===== config.mk =====
export PLATFORM = sky130hd
export DESIGN_NAME = mem_ctrl_flat
export DESIGN_NICKNAME = d
export VERILOG_FILES = /design/src/rtl/mem_ctrl_pkg.sv /design/src/rtl/mem_ctrl_if.sv /design/src/rtl/mem_ctrl_ibuf.sv /design/src/rtl/mem_ctrl.sv /design/src/flat_wrapper.sv
export SDC_FILE = /design/constraint.sdc
export NUM_CORES = 1
export LEC_CHECK = 0
export BUFFER_PORTS_ARGS = -buffer_cell sky130_fd_sc_hd__clkbuf_2
export CAP_MARGIN = 20
export CORE_MARGIN = 4
export CORE_UTILIZATION = 30
export CTS_CLUSTER_SIZE = 40
export DETAILED_ROUTE_END_ITERATION = 7
export PLACE_DENSITY_LB_ADDON = 0.12
export SLEW_MARGIN = 30
export SYNTH_ARGS = -nofsm -noshare
export SYNTH_HDL_FRONTEND = slang
export SYNTH_SLANG_ARGS = --single-unit

===== constraint.sdc =====
create_clock -name clk -period 2.3 [get_ports clk]
set_input_delay 0.46 -clock clk [delete_from_list [all_inputs] [get_ports clk]]
set_output_delay 0.46 -clock clk [all_outputs]
set_load 0.01 [all_outputs]

===== src/rtl/mem_ctrl_pkg.sv =====
// Shared encodings for the byte-serial RAM sequencer: access sizes, FSM states,
// request descriptor and the size-to-last-lane helper.
package mem_ctrl_pkg;

   localparam int NUM_LANES = 4;
   localparam int VEC_W     = 8;
   localparam int STAGES    = 1;

   localparam logic [1:0] MEM_SIZE_BYTE = 2'd0;
   localparam logic [1:0] MEM_SIZE_HALF = 2'd1;
   localparam logic [1:0] MEM_SIZE_WORD = 2'd2;

   localparam logic [1:0] ST_IDLE    = 2'd0;
   localparam logic [1:0] ST_ISSUE   = 2'd1;
   localparam logic [1:0] ST_LAST_RD = 2'd2;
   localparam logic [1:0] ST_DONE    = 2'd3;

   typedef enum logic {OWN_IF = 1'b0, OWN_LS = 1'b1} owner_e;

   typedef struct packed {
      owner_e     owner;
      logic       we;
      logic [1:0] last;
   } req_t;

   // Index of the final byte lane for a size code; code 3 behaves as a word.
   function automatic logic [1:0] last_lane(input logic [1:0] size);
      case (size)
         MEM_SIZE_BYTE: last_lane = 2'd0;
         MEM_SIZE_HALF: last_lane = 2'd1;
         default:       last_lane = 2'd3;
      endcase
   endfunction

endpackage


===== src/rtl/mem_ctrl_if.sv =====
// CPU-side request/response and RAM-side byte port of mem_ctrl; slave is the
// controller's view, master is the view of the pipeline stages plus RAM.
interface mem_ctrl_if #(
   parameter int ADDR_W     = 32,
   parameter int RAM_ADDR_W = 17
);
   logic                  if_req_i;
   logic [ADDR_W-1:0]     if_addr_i;
   logic                  if_done_o;
   logic [31:0]           if_inst_o;
   logic                  ls_req_i;
   logic                  ls_we_i;
   logic [1:0]            ls_size_i;
   logic [ADDR_W-1:0]     ls_addr_i;
   logic [31:0]           ls_wdata_i;
   logic                  ls_done_o;
   logic [31:0]           ls_rdata_o;
   logic [RAM_ADDR_W-1:0] ram_addr_o;
   logic                  ram_we_o;
   logic [7:0]            ram_dout_o;
   logic [7:0]            ram_din_i;

   modport slave (
      input  if_req_i, if_addr_i, ls_req_i, ls_we_i, ls_size_i, ls_addr_i,
             ls_wdata_i, ram_din_i,
      output if_done_o, if_inst_o, ls_done_o, ls_rdata_o, ram_addr_o,
             ram_we_o, ram_dout_o
   );

   modport master (
      output if_req_i, if_addr_i, ls_req_i, ls_we_i, ls_size_i, ls_addr_i,
             ls_wdata_i, ram_din_i,
      input  if_done_o, if_inst_o, ls_done_o, ls_rdata_o, ram_addr_o,
             ram_we_o, ram_dout_o
   );
endinterface


===== src/rtl/mem_ctrl_ibuf.sv =====
// One-entry instruction buffer {valid, tag, word} with hit compare; only
// instantiated when MEM_CTRL_IBUF_EN is defined.
module mem_ctrl_ibuf #(
   parameter int ADDR_W = 32
) (
   input  logic              clk,
   input  logic              rst,
   input  logic              fill,
   input  logic [ADDR_W-1:0] fill_tag,
   input  logic [31:0]       fill_word,
   input  logic              clr,
   input  logic [ADDR_W-1:0] addr,
   output logic              hit,
   output logic [31:0]       word
);
   logic              valid_q;
   logic [ADDR_W-1:0] tag_q;
   logic [31:0]       word_q;

   always_ff @(posedge clk) begin
      if (rst) begin
         valid_q <= 1'b0;
         tag_q   <= '0;
         word_q  <= '0;
      end else if (clr) begin
         valid_q <= 1'b0;
      end else if (fill) begin
         valid_q <= 1'b1;
         tag_q   <= fill_tag;
         word_q  <= fill_word;
      end
   end

   assign hit  = valid_q && (addr == tag_q);
   assign word = word_q;
endmodule


===== src/rtl/mem_ctrl.sv =====
// Shares one byte-wide synchronous RAM port between IF and load/store, splitting
// accesses into little-endian byte cycles. MEM_CTRL_IBUF_EN adds a fetch buffer.
module mem_ctrl
   import mem_ctrl_pkg::*;
#(
   parameter int ADDR_W     = 32,
   parameter int RAM_ADDR_W = 17
) (
   input  logic      clk,
   input  logic      rst,
   mem_ctrl_if.slave bus
);
   logic [1:0]                      state_q;
   req_t                            req_q;
   logic [RAM_ADDR_W-1:0]           cur_addr_q;
   logic [NUM_LANES-1:0][VEC_W-1:0] wdata_q;
   logic [1:0]                      cnt_q;
   logic [1:0]                      lane_q;
   logic [STAGES:0]                 vld_pipe;
   logic [NUM_LANES-1:0][VEC_W-1:0] asm_q, asm_nxt;
   logic [31:0]                     if_inst_q, ls_rdata_q;
   logic                            ibuf_hit;
   logic [31:0]                     ibuf_word;

   // Read data returns one cycle after its address; the pipe tags that cycle.
   assign vld_pipe[0] = (state_q == ST_ISSUE) && !req_q.we;

   always_ff @(posedge clk) begin
      if (rst) vld_pipe[STAGES:1] <= '0;
      else     vld_pipe[STAGES:1] <= vld_pipe[STAGES-1:0];
   end

   for (genvar g = 0; g < NUM_LANES; g++) begin : g_lane
      assign asm_nxt[g] = (vld_pipe[STAGES] && lane_q == 2'(g)) ? bus.ram_din_i : asm_q[g];
   end

   always_ff @(posedge clk) begin
      if (rst) begin
         state_q    <= ST_IDLE;
         req_q      <= '0;
         cur_addr_q <= '0;
         wdata_q    <= '0;
         cnt_q      <= '0;
         lane_q     <= '0;
         asm_q      <= '0;
         if_inst_q  <= '0;
         ls_rdata_q <= '0;
      end else begin
         lane_q <= cnt_q;
         asm_q  <= asm_nxt;
         case (state_q)
            ST_IDLE: begin
               if (bus.ls_req_i) begin
                  req_q      <= '{owner: OWN_LS, we: bus.ls_we_i, last: last_lane(bus.ls_size_i)};
                  cur_addr_q <= bus.ls_addr_i[RAM_ADDR_W-1:0];
                  wdata_q    <= bus.ls_wdata_i;
                  cnt_q      <= '0;
                  asm_q      <= '0;
                  state_q    <= ST_ISSUE;
               end else if (bus.if_req_i) begin
                  req_q <= '{owner: OWN_IF, we: 1'b0, last: 2'd3};
                  cnt_q <= '0;
                  asm_q <= '0;
                  if (ibuf_hit) begin
                     if_inst_q <= ibuf_word;
                     state_q   <= ST_DONE;
                  end else begin
                     cur_addr_q <= bus.if_addr_i[RAM_ADDR_W-1:0];
                     state_q    <= ST_ISSUE;
                  end
               end
            end
            ST_ISSUE: begin
               if (cnt_q == req_q.last) begin
                  state_q <= req_q.we ? ST_DONE : ST_LAST_RD;
               end else begin
                  cnt_q      <= cnt_q + 2'd1;
                  cur_addr_q <= cur_addr_q + RAM_ADDR_W'(1);
               end
            end
            ST_LAST_RD: begin
               state_q <= ST_DONE;
               if (req_q.owner == OWN_LS) ls_rdata_q <= asm_nxt;
               else                       if_inst_q  <= asm_nxt;
            end
            default: state_q <= ST_IDLE;
         endcase
      end
   end

`ifdef MEM_CTRL_IBUF_EN
   logic [ADDR_W-1:0] base_q;

   // Full fetch address kept for the tag; cur_addr_q only holds RAM bits.
   always_ff @(posedge clk) begin
      if (rst)
         base_q <= '0;
      else if (state_q == ST_IDLE && !bus.ls_req_i && bus.if_req_i)
         base_q <= bus.if_addr_i;
   end

   mem_ctrl_ibuf #(.ADDR_W(ADDR_W)) u_ibuf (
      .clk       (clk),
      .rst       (rst),
      .fill      (state_q == ST_LAST_RD && req_q.owner == OWN_IF),
      .fill_tag  (base_q),
      .fill_word (asm_nxt),
      .clr       (state_q == ST_IDLE && bus.ls_req_i && bus.ls_we_i),
      .addr      (bus.if_addr_i),
      .hit       (ibuf_hit),
      .word      (ibuf_word)
   );
`else
   assign ibuf_hit  = 1'b0;
   assign ibuf_word = '0;
`endif

   assign bus.if_done_o  = !rst && state_q == ST_DONE && req_q.owner == OWN_IF;
   assign bus.ls_done_o  = !rst && state_q == ST_DONE && req_q.owner == OWN_LS;
   assign bus.if_inst_o  = if_inst_q;
   assign bus.ls_rdata_o = ls_rdata_q;
   assign bus.ram_we_o   = !rst && state_q == ST_ISSUE && req_q.we;
   assign bus.ram_addr_o = cur_addr_q;
   assign bus.ram_dout_o = wdata_q[cnt_q];

endmodule

===== src/flat_wrapper.sv =====
// flat-port wrapper written by rule: the top's interface ports become plain ports
module mem_ctrl_flat import mem_ctrl_pkg::*;
#(
   parameter int ADDR_W     = 32,
   parameter int RAM_ADDR_W = 17
)
  (clk, rst, bus_if_req_i, bus_if_addr_i, bus_ls_req_i, bus_ls_we_i, bus_ls_size_i, bus_ls_addr_i, bus_ls_wdata_i, bus_ram_din_i, bus_if_done_o, bus_if_inst_o, bus_ls_done_o, bus_ls_rdata_o, bus_ram_addr_o, bus_ram_we_o, bus_ram_dout_o);
  mem_ctrl_if #(.ADDR_W(ADDR_W), .RAM_ADDR_W(RAM_ADDR_W)) bus_i ();
  input  logic clk;
  input  logic rst;
  input wire logic [$bits(bus_i.if_req_i)-1:0] bus_if_req_i;
  input wire logic [$bits(bus_i.if_addr_i)-1:0] bus_if_addr_i;
  input wire logic [$bits(bus_i.ls_req_i)-1:0] bus_ls_req_i;
  input wire logic [$bits(bus_i.ls_we_i)-1:0] bus_ls_we_i;
  input wire logic [$bits(bus_i.ls_size_i)-1:0] bus_ls_size_i;
  input wire logic [$bits(bus_i.ls_addr_i)-1:0] bus_ls_addr_i;
  input wire logic [$bits(bus_i.ls_wdata_i)-1:0] bus_ls_wdata_i;
  input wire logic [$bits(bus_i.ram_din_i)-1:0] bus_ram_din_i;
  output wire logic [$bits(bus_i.if_done_o)-1:0] bus_if_done_o;
  output wire logic [$bits(bus_i.if_inst_o)-1:0] bus_if_inst_o;
  output wire logic [$bits(bus_i.ls_done_o)-1:0] bus_ls_done_o;
  output wire logic [$bits(bus_i.ls_rdata_o)-1:0] bus_ls_rdata_o;
  output wire logic [$bits(bus_i.ram_addr_o)-1:0] bus_ram_addr_o;
  output wire logic [$bits(bus_i.ram_we_o)-1:0] bus_ram_we_o;
  output wire logic [$bits(bus_i.ram_dout_o)-1:0] bus_ram_dout_o;
  assign bus_i.if_req_i = bus_if_req_i;
  assign bus_i.if_addr_i = bus_if_addr_i;
  assign bus_i.ls_req_i = bus_ls_req_i;
  assign bus_i.ls_we_i = bus_ls_we_i;
  assign bus_i.ls_size_i = bus_ls_size_i;
  assign bus_i.ls_addr_i = bus_ls_addr_i;
  assign bus_i.ls_wdata_i = bus_ls_wdata_i;
  assign bus_i.ram_din_i = bus_ram_din_i;
  assign bus_if_done_o = bus_i.if_done_o;
  assign bus_if_inst_o = bus_i.if_inst_o;
  assign bus_ls_done_o = bus_i.ls_done_o;
  assign bus_ls_rdata_o = bus_i.ls_rdata_o;
  assign bus_ram_addr_o = bus_i.ram_addr_o;
  assign bus_ram_we_o = bus_i.ram_we_o;
  assign bus_ram_dout_o = bus_i.ram_dout_o;
  mem_ctrl #(.ADDR_W(ADDR_W), .RAM_ADDR_W(RAM_ADDR_W)) u_core (.clk(clk), .rst(rst), .bus(bus_i));
endmodule

# Word level (Yosys, flattened, before mapping)
# Index checks and enable logic that the tools add are counted.
# totals
regBits	156
latchBits	0
ramBits	0
mem_bits_ro	0
in_bits	111
output_inout_bits	92
elab_cells	81
memories	0
# classes
add_sub_neg	2
multipliers	0
n_div	0
n_lt_le_gt_ge	1
n_eq_ne	11
n_shift	0
muxes	25
bitwise	1
reduce_logical	23
# ops
op	n
$mux 32	3
$mux 17	3
$mux 8	5
$pmux 17 s2	1
$add 17x1->17 const B	1
$bmux 8 s2	1
$mux 2	6
$logic_and 1x1->1	10
$reduce_and 2->1	5
$eq 2x2->1 const B	4
$mux 4	2
$pmux 2 s2	2
$eq 2x1->1 const B	3
$logic_not 2->1	3
$pmux 2 s3	1
$ne 2x2->1 const B	2
$reduce_bool 2->1	2
$lt 2x3->1 const B	1
$ne 3x3->1 const B	1
$reduce_and 3->1	1
$add 2x1->2 const B	1
$eq 2x2->1	1
$logic_not 1->1	2
$mux 1	1
$not 1->1	1

# Logic depth before layout (Yosys ltp)
# logic_depth
word_depth	6
ltp_mapped	8

# Worst setup path before layout
# Ideal clock, no wire load.
# synth_path
path_kind	reg2reg
from	register u_core.state_q[0]
to	register u_core.cur_addr_q[9] (netlist: u_core.bus.ram_addr_o[9])
setup_ps	74
arrival_ps	1783
setup_slack_ps	443
path_stages_with_launch	9
period_less_slack_ps	1857
path_cell_list	dfxtp_1 > inv_1 > ha_1 > buf_2 > nor2_1 > a311o_1 > buf_6 > nand2_1 > a31oi_1
# synth_via
elab_chain_len	3
# synth_lines
item	line_no	source
start: declaration	mem_ctrl.sv:13	logic [1:0] state_q;
start signal: assignment	mem_ctrl.sv:75	state_q <= req_q.we ? ST_DONE : ST_LAST_RD;
$eq 2x1->1 / $logic_not 2->1 (equally long branches)	mem_ctrl.sv:51	case (state_q)
$ne 2x2->1 (no source line) (tied with other cells)	n/a	
$reduce_and 3->1 (no source line)	n/a	
end signal: assignment	mem_ctrl.sv:55	cur_addr_q <= bus.ls_addr_i[RAM_ADDR_W-1:0];
end signal: assignment	mem_ctrl.sv:68	cur_addr_q <= bus.if_addr_i[RAM_ADDR_W-1:0];
end signal: assignment	mem_ctrl.sv:78	cur_addr_q <= cur_addr_q + RAM_ADDR_W'(1);
end: declaration	mem_ctrl.sv:15	logic [RAM_ADDR_W-1:0] cur_addr_q;
# Parallel ways exist; a longest one is shown, timed or not.
# A chain may end at the register's enable or synchronous reset.

# Worst setup path after layout
# layout_path
from	register u_core.cnt_q[0]
to	output port bus_ram_dout_o[0]
# layout_via
elab_chain_len	2
# layout_lines
item	line_no	source
start: declaration	mem_ctrl.sv:17	logic [1:0] cnt_q;
start signal: assignment	mem_ctrl.sv:77	cnt_q <= cnt_q + 2'd1;
$bmux 8 s2	mem_ctrl.sv:124	assign bus.ram_dout_o = wdata_q[cnt_q];
$mux 8 (not written as such)	mem_ctrl.sv:124	
end: declaration	flat_wrapper.sv:25	output wire logic [$bits(bus_i.ram_dout_o)-1:0] bus_ram_dout_o;
# Every way passes these cells. The select of a mux whose other input is x is not followed.

==> flow_summary_export.csv <==
group,metric,value,unit
run_status,status,"finished, final reports clean",
clocking,cts_hold_buf,0,
drt,vias_per_cell,4.80,
clocking,cts_tree,"done",
grt,grt_max_degree,54,
sta,tns,0,ns
grt,grt_pass1_wl,28800,µm
setup_path,worstSetupEndpoint,"bus_ram_dout_o[0]",
drt,drt-initial-drc-count,164,
clocking,clockRootBuffer,"clkbuf_16",
synth,avgSynthCellArea,9.05,µm²
sta,setup_viol,0,
min_path,min_path_type,"input port to flop",
place,dp_hpwl,12600,µm
synth,ys_types,51,
setup_path,r2r_start,"u_core.state_q[0]$_SDFFE_PP0P_",
setup_path,reg2reg_to,"u_core.bus.ram_addr_o[11]$_SDFFE_PP0P_",
grt,grt_pass1_vias,5333,
setup_path,path_buf_inv,2,
power_and_ir_drop,switching_power,3.47,mW
sta,relSlewSlack,60.2,%
drt,wl,18000,µm
clocking,clk_pin_slew,0.06,ns
setup_path,arrival,1.69,ns
sta,maxSlewViolCount,0,
drt,firstDrtPassIters,4,
sta,max_freq,465,MHz
floorplanning,die_w,155,µm
cells_and_area,diodes,0,
synth,syn_nets,830,
drt,top_layer_used,"met4",
power_and_ir_drop,comb_power_share,32.7,%
drt,drt-met1-wl,8780,µm
cells_and_area,multiInputGateArea,3070,µm²
setup_path,crit_slowest_cell,"mux4_2",
setup_path,path_depth,3,
setup_path,required,1.84,ns
floorplanning,start_util,30.6,%
synth,ys_seq_area_share,48.4,%
power_and_ir_drop,power_per_cell_area,1220,nW/µm²
synth,synth_edf_count,0,
floorplanning,ioPinCount,203,
setup_path,max_stage_delay,0.51,ns
clocking,cts_buffer_depth,2,
setup_path,path_max_fanout,8,
drt,routedWlPerCell,15.5,µm
grt,grt_overflow,0,
clocking,clkLatencyLatePin,0.41,ns
grt,antenna_found_initial,0,
clocking,cts_sinks,156,
setup_path,path_delay_family,"multiplexers",
clocking,cts-htree-levels,4,
cells_and_area,area_growth_syn_to_layout,29.1,%
setup_path,reg2reg_depth,7,
run,maxCapViolations,0,
drt,wl_met2,8150,µm
synth,synthesis.area,6460,µm²
clocking,cts_made_buffers,17,
setup_path,end_kind,"output port",
sta,post-route-min-period,2.15,ns
place,dpl.cell_count,1127,
setup_path,timing_worst_setup_path_type,"flop to output port",
grt,grt_util_all_layers,14.9,%
synth,synth_ff_type,"dfxtp_1",
setup_path,crit_chain,"buf_12 -> mux4_2 -> clkbuf_2",
power_and_ir_drop,switching_share,34.2,%
cells_and_area,drive_gt1_share,28.3,%
synth,syn_inst,713,
floorplanning,core_area,21100,µm²
place,routabilityCongestion,0.753,
place,io_buffers,172,
cells_and_area,most-common-layout-cells,"clkbuf_2 (171), dfxtp_1 (155), nor2_1 (113), nand2_1 (86), a211oi_1 (67)",
setup_path,startpoint,"u_core.cnt_q[0]$_SDFFE_PP0P_",
sta,finalHoldViolCount,0,
synth,yosysWarnings,0,
cells_and_area,final_common_cell,"clkbuf_2",
floorplanning,row_count,53,
power_and_ir_drop,vdd_drop_max,0.467,mV
cells_and_area,final_nets,988,
floorplanning,dieArea,23900,µm²
sta,fin_crit_sh,93.6,%
drt,antenna_left,0,
sta,skew,0.00892,ns
power_and_ir_drop,leakage,3.45,nW
setup_path,critPathLaunchType,"flop",
cells_and_area,regArea,3120,µm²
power_and_ir_drop,p_clk_share,31.0,%
setup_path,ff2ff_setup_slack,0.28,ns
sta,rsz0062_at_grt,"no",
drt,via_count,5549,
cells_and_area,instances_no_fill,1157,
drt,drcViolationCount,0,
power_and_ir_drop,pwr-share-seq,36.3,%
power_and_ir_drop,p_int,6.68,mW
floorplanning,die_h,155,µm
sta,worstMarginPinSlew,0.596,ns
drt,met3_length,911,µm
synth,synth_seq_cells,156,
cells_and_area,fill_cells,2217,
synth,postSynth.asyncResetShare,0,%
-- timing repair --
action / 4_1_cts / 5_1_grt
endpoints found under the setup margin: 4 / 1
endpoints found under the hold margin: 0 / 0
setup buffers: 0 / 0
gates resized for setup: 2 / 1
-- state kept, by name, summed over array words and instances (netlist names) --
register and cells:
u_core.wdata_q 32, u_core.cnt_q 2, u_core.vld_pipe 1, u_core.req_q 4, u_core.state_q 2, u_core.bus.ram_addr_o 17, u_core.bus.if_inst_o 32, u_core.asm_q 32
u_core.bus.ls_rdata_o 32, u_core.lane_q 2
-- through the flow --
step | hold WS, ns | util [%] | power, mW | setup slack (ns) | cell area [µm²]
5_1_grt | 0.242 | 39.5 | 10.8 | 0.0747 | 8340
3_3_place_gp | 0.441 | 36.4 | 7.10 | 0.268 | 7680
3_5_place_dp | 0.447 | 36.4 | 7.12 | 0.245 | 7680
6_report | 0.257 | 39.5 | 10.1 | 0.148 | 8340
2_1_floorplan | 0.433 | - | 5.81 | 0.443 | 6460
4_1_cts | 0.241 | 39.5 | 10.3 | 0.0457 | 8330
-- cell families (layout without fill, tap and decap cells) --
kind of cell / Yosys count / after routing / share of synthesized area [%]
adders and majority gates: 6 / 6 / 1.16
AOI/OAI and AO/OA: 169 / 169 / 17.8
buffers and inverters: 67 / 236 / 4.28
muxes: 56 / 56 / 10.3
xor gates and xnor gates: 2 / 2 / 0.504
DFF: 156 / 156 / 48.4
and+or+nand+nor: 257 / 257 / 17.6
-- synth_stat cells, drive strengths merged, types with 2 or more instances --
cell / n / share of area [%]
a21o: 3 / 0.35
inv: 9 / 0.52
xnor2: 2 / 0.50
buf: 19 / 1.5
mux4: 8 / 2.8
nor4: 9 / 0.87
a21oi: 50 / 3.9
nand3: 13 / 1.1
ha: 6 / 1.2
o21a: 4 / 0.47
nor2b: 4 / 0.39
nor2: 113 / 6.6
nand2: 86 / 5.0
a31oi: 8 / 0.78
o32ai: 4 / 0.89
a211oi: 67 / 7.8
clkbuf: 39 / 2.3
or4: 2 / 0.29
o211ai: 4 / 0.47
nor3b: 4 / 0.64
o22ai: 3 / 0.29
dfxtp: 156 / 48
nand2b: 4 / 0.39
o21ai: 15 / 1.2
nand4: 5 / 0.58
nor3: 5 / 0.39
and2: 2 / 0.19
mux2i: 47 / 7.3
nand3b: 7 / 0.81
o311ai: 2 / 0.27
-- metal layers --
| layer | up-vias | GRT usage [%] |
|---|---|---|
| met5 | - | 0 |
| met2 | 147 | 23.8 |
| met1 | 2534 | 20.2 |
| li1 | 2858 | - |
| met4 | 0 | 3.20 |
| met3 | 10 | 3.95 |
-- worst min-delay path by stage --
stage	start	endpoint	slack (ns)	cells after the start
global placement	u_core.wdata_q[22]$_SDFFE_PP0P_	u_core.wdata_q[22]$_SDFFE_PP0P_	0.44	2
CTS	bus_ls_wdata_i[18]	u_core.wdata_q[18]$_SDFFE_PP0P_	0.24	3
finish	bus_ls_wdata_i[18]	u_core.wdata_q[18]$_SDFFE_PP0P_	0.26	3
global route	bus_ls_wdata_i[17]	u_core.wdata_q[17]$_SDFFE_PP0P_	0.24	3
floorplan	u_core.wdata_q[16]$_SDFFE_PP0P_	u_core.wdata_q[16]$_SDFFE_PP0P_	0.43	2
detailed placement	u_core.wdata_q[22]$_SDFFE_PP0P_	u_core.wdata_q[22]$_SDFFE_PP0P_	0.45	2
-- power by group through the flow --
stage	clock network, mW	logic, mW	registers [mW]
2_1_floorplan	0	2.00	3.80
3_3_place_gp	0	3.35	3.75
3_5_place_dp	0	3.37	3.75
4_1_cts	3.23	3.38	3.69
5_1_grt	3.34	3.70	3.77
6_report	3.15	3.32	3.69
-- worst min-delay path, delay by kind of cell --
| family | cells | cell delay, ns |
|---|---|---|
| AOI/OAI and AO/OA | 1 | 0.05 |
| and+or+nand+nor | 1 | 0.04 |
| buffers and inverters | 1 | 0.08 |
-- layout make-up --
type / instances / area share (%)
repair buffers: 197 / 13.4
clock buffers: 20 / 5.24
flip-flops and latches: 156 / 37.5
multi-input cells: 490 / 36.9
clock inverters: 10 / 2.54
well taps: 275 / 4.13
inverters: 9 / 0.405
Power figures use the tool's default switching activity.
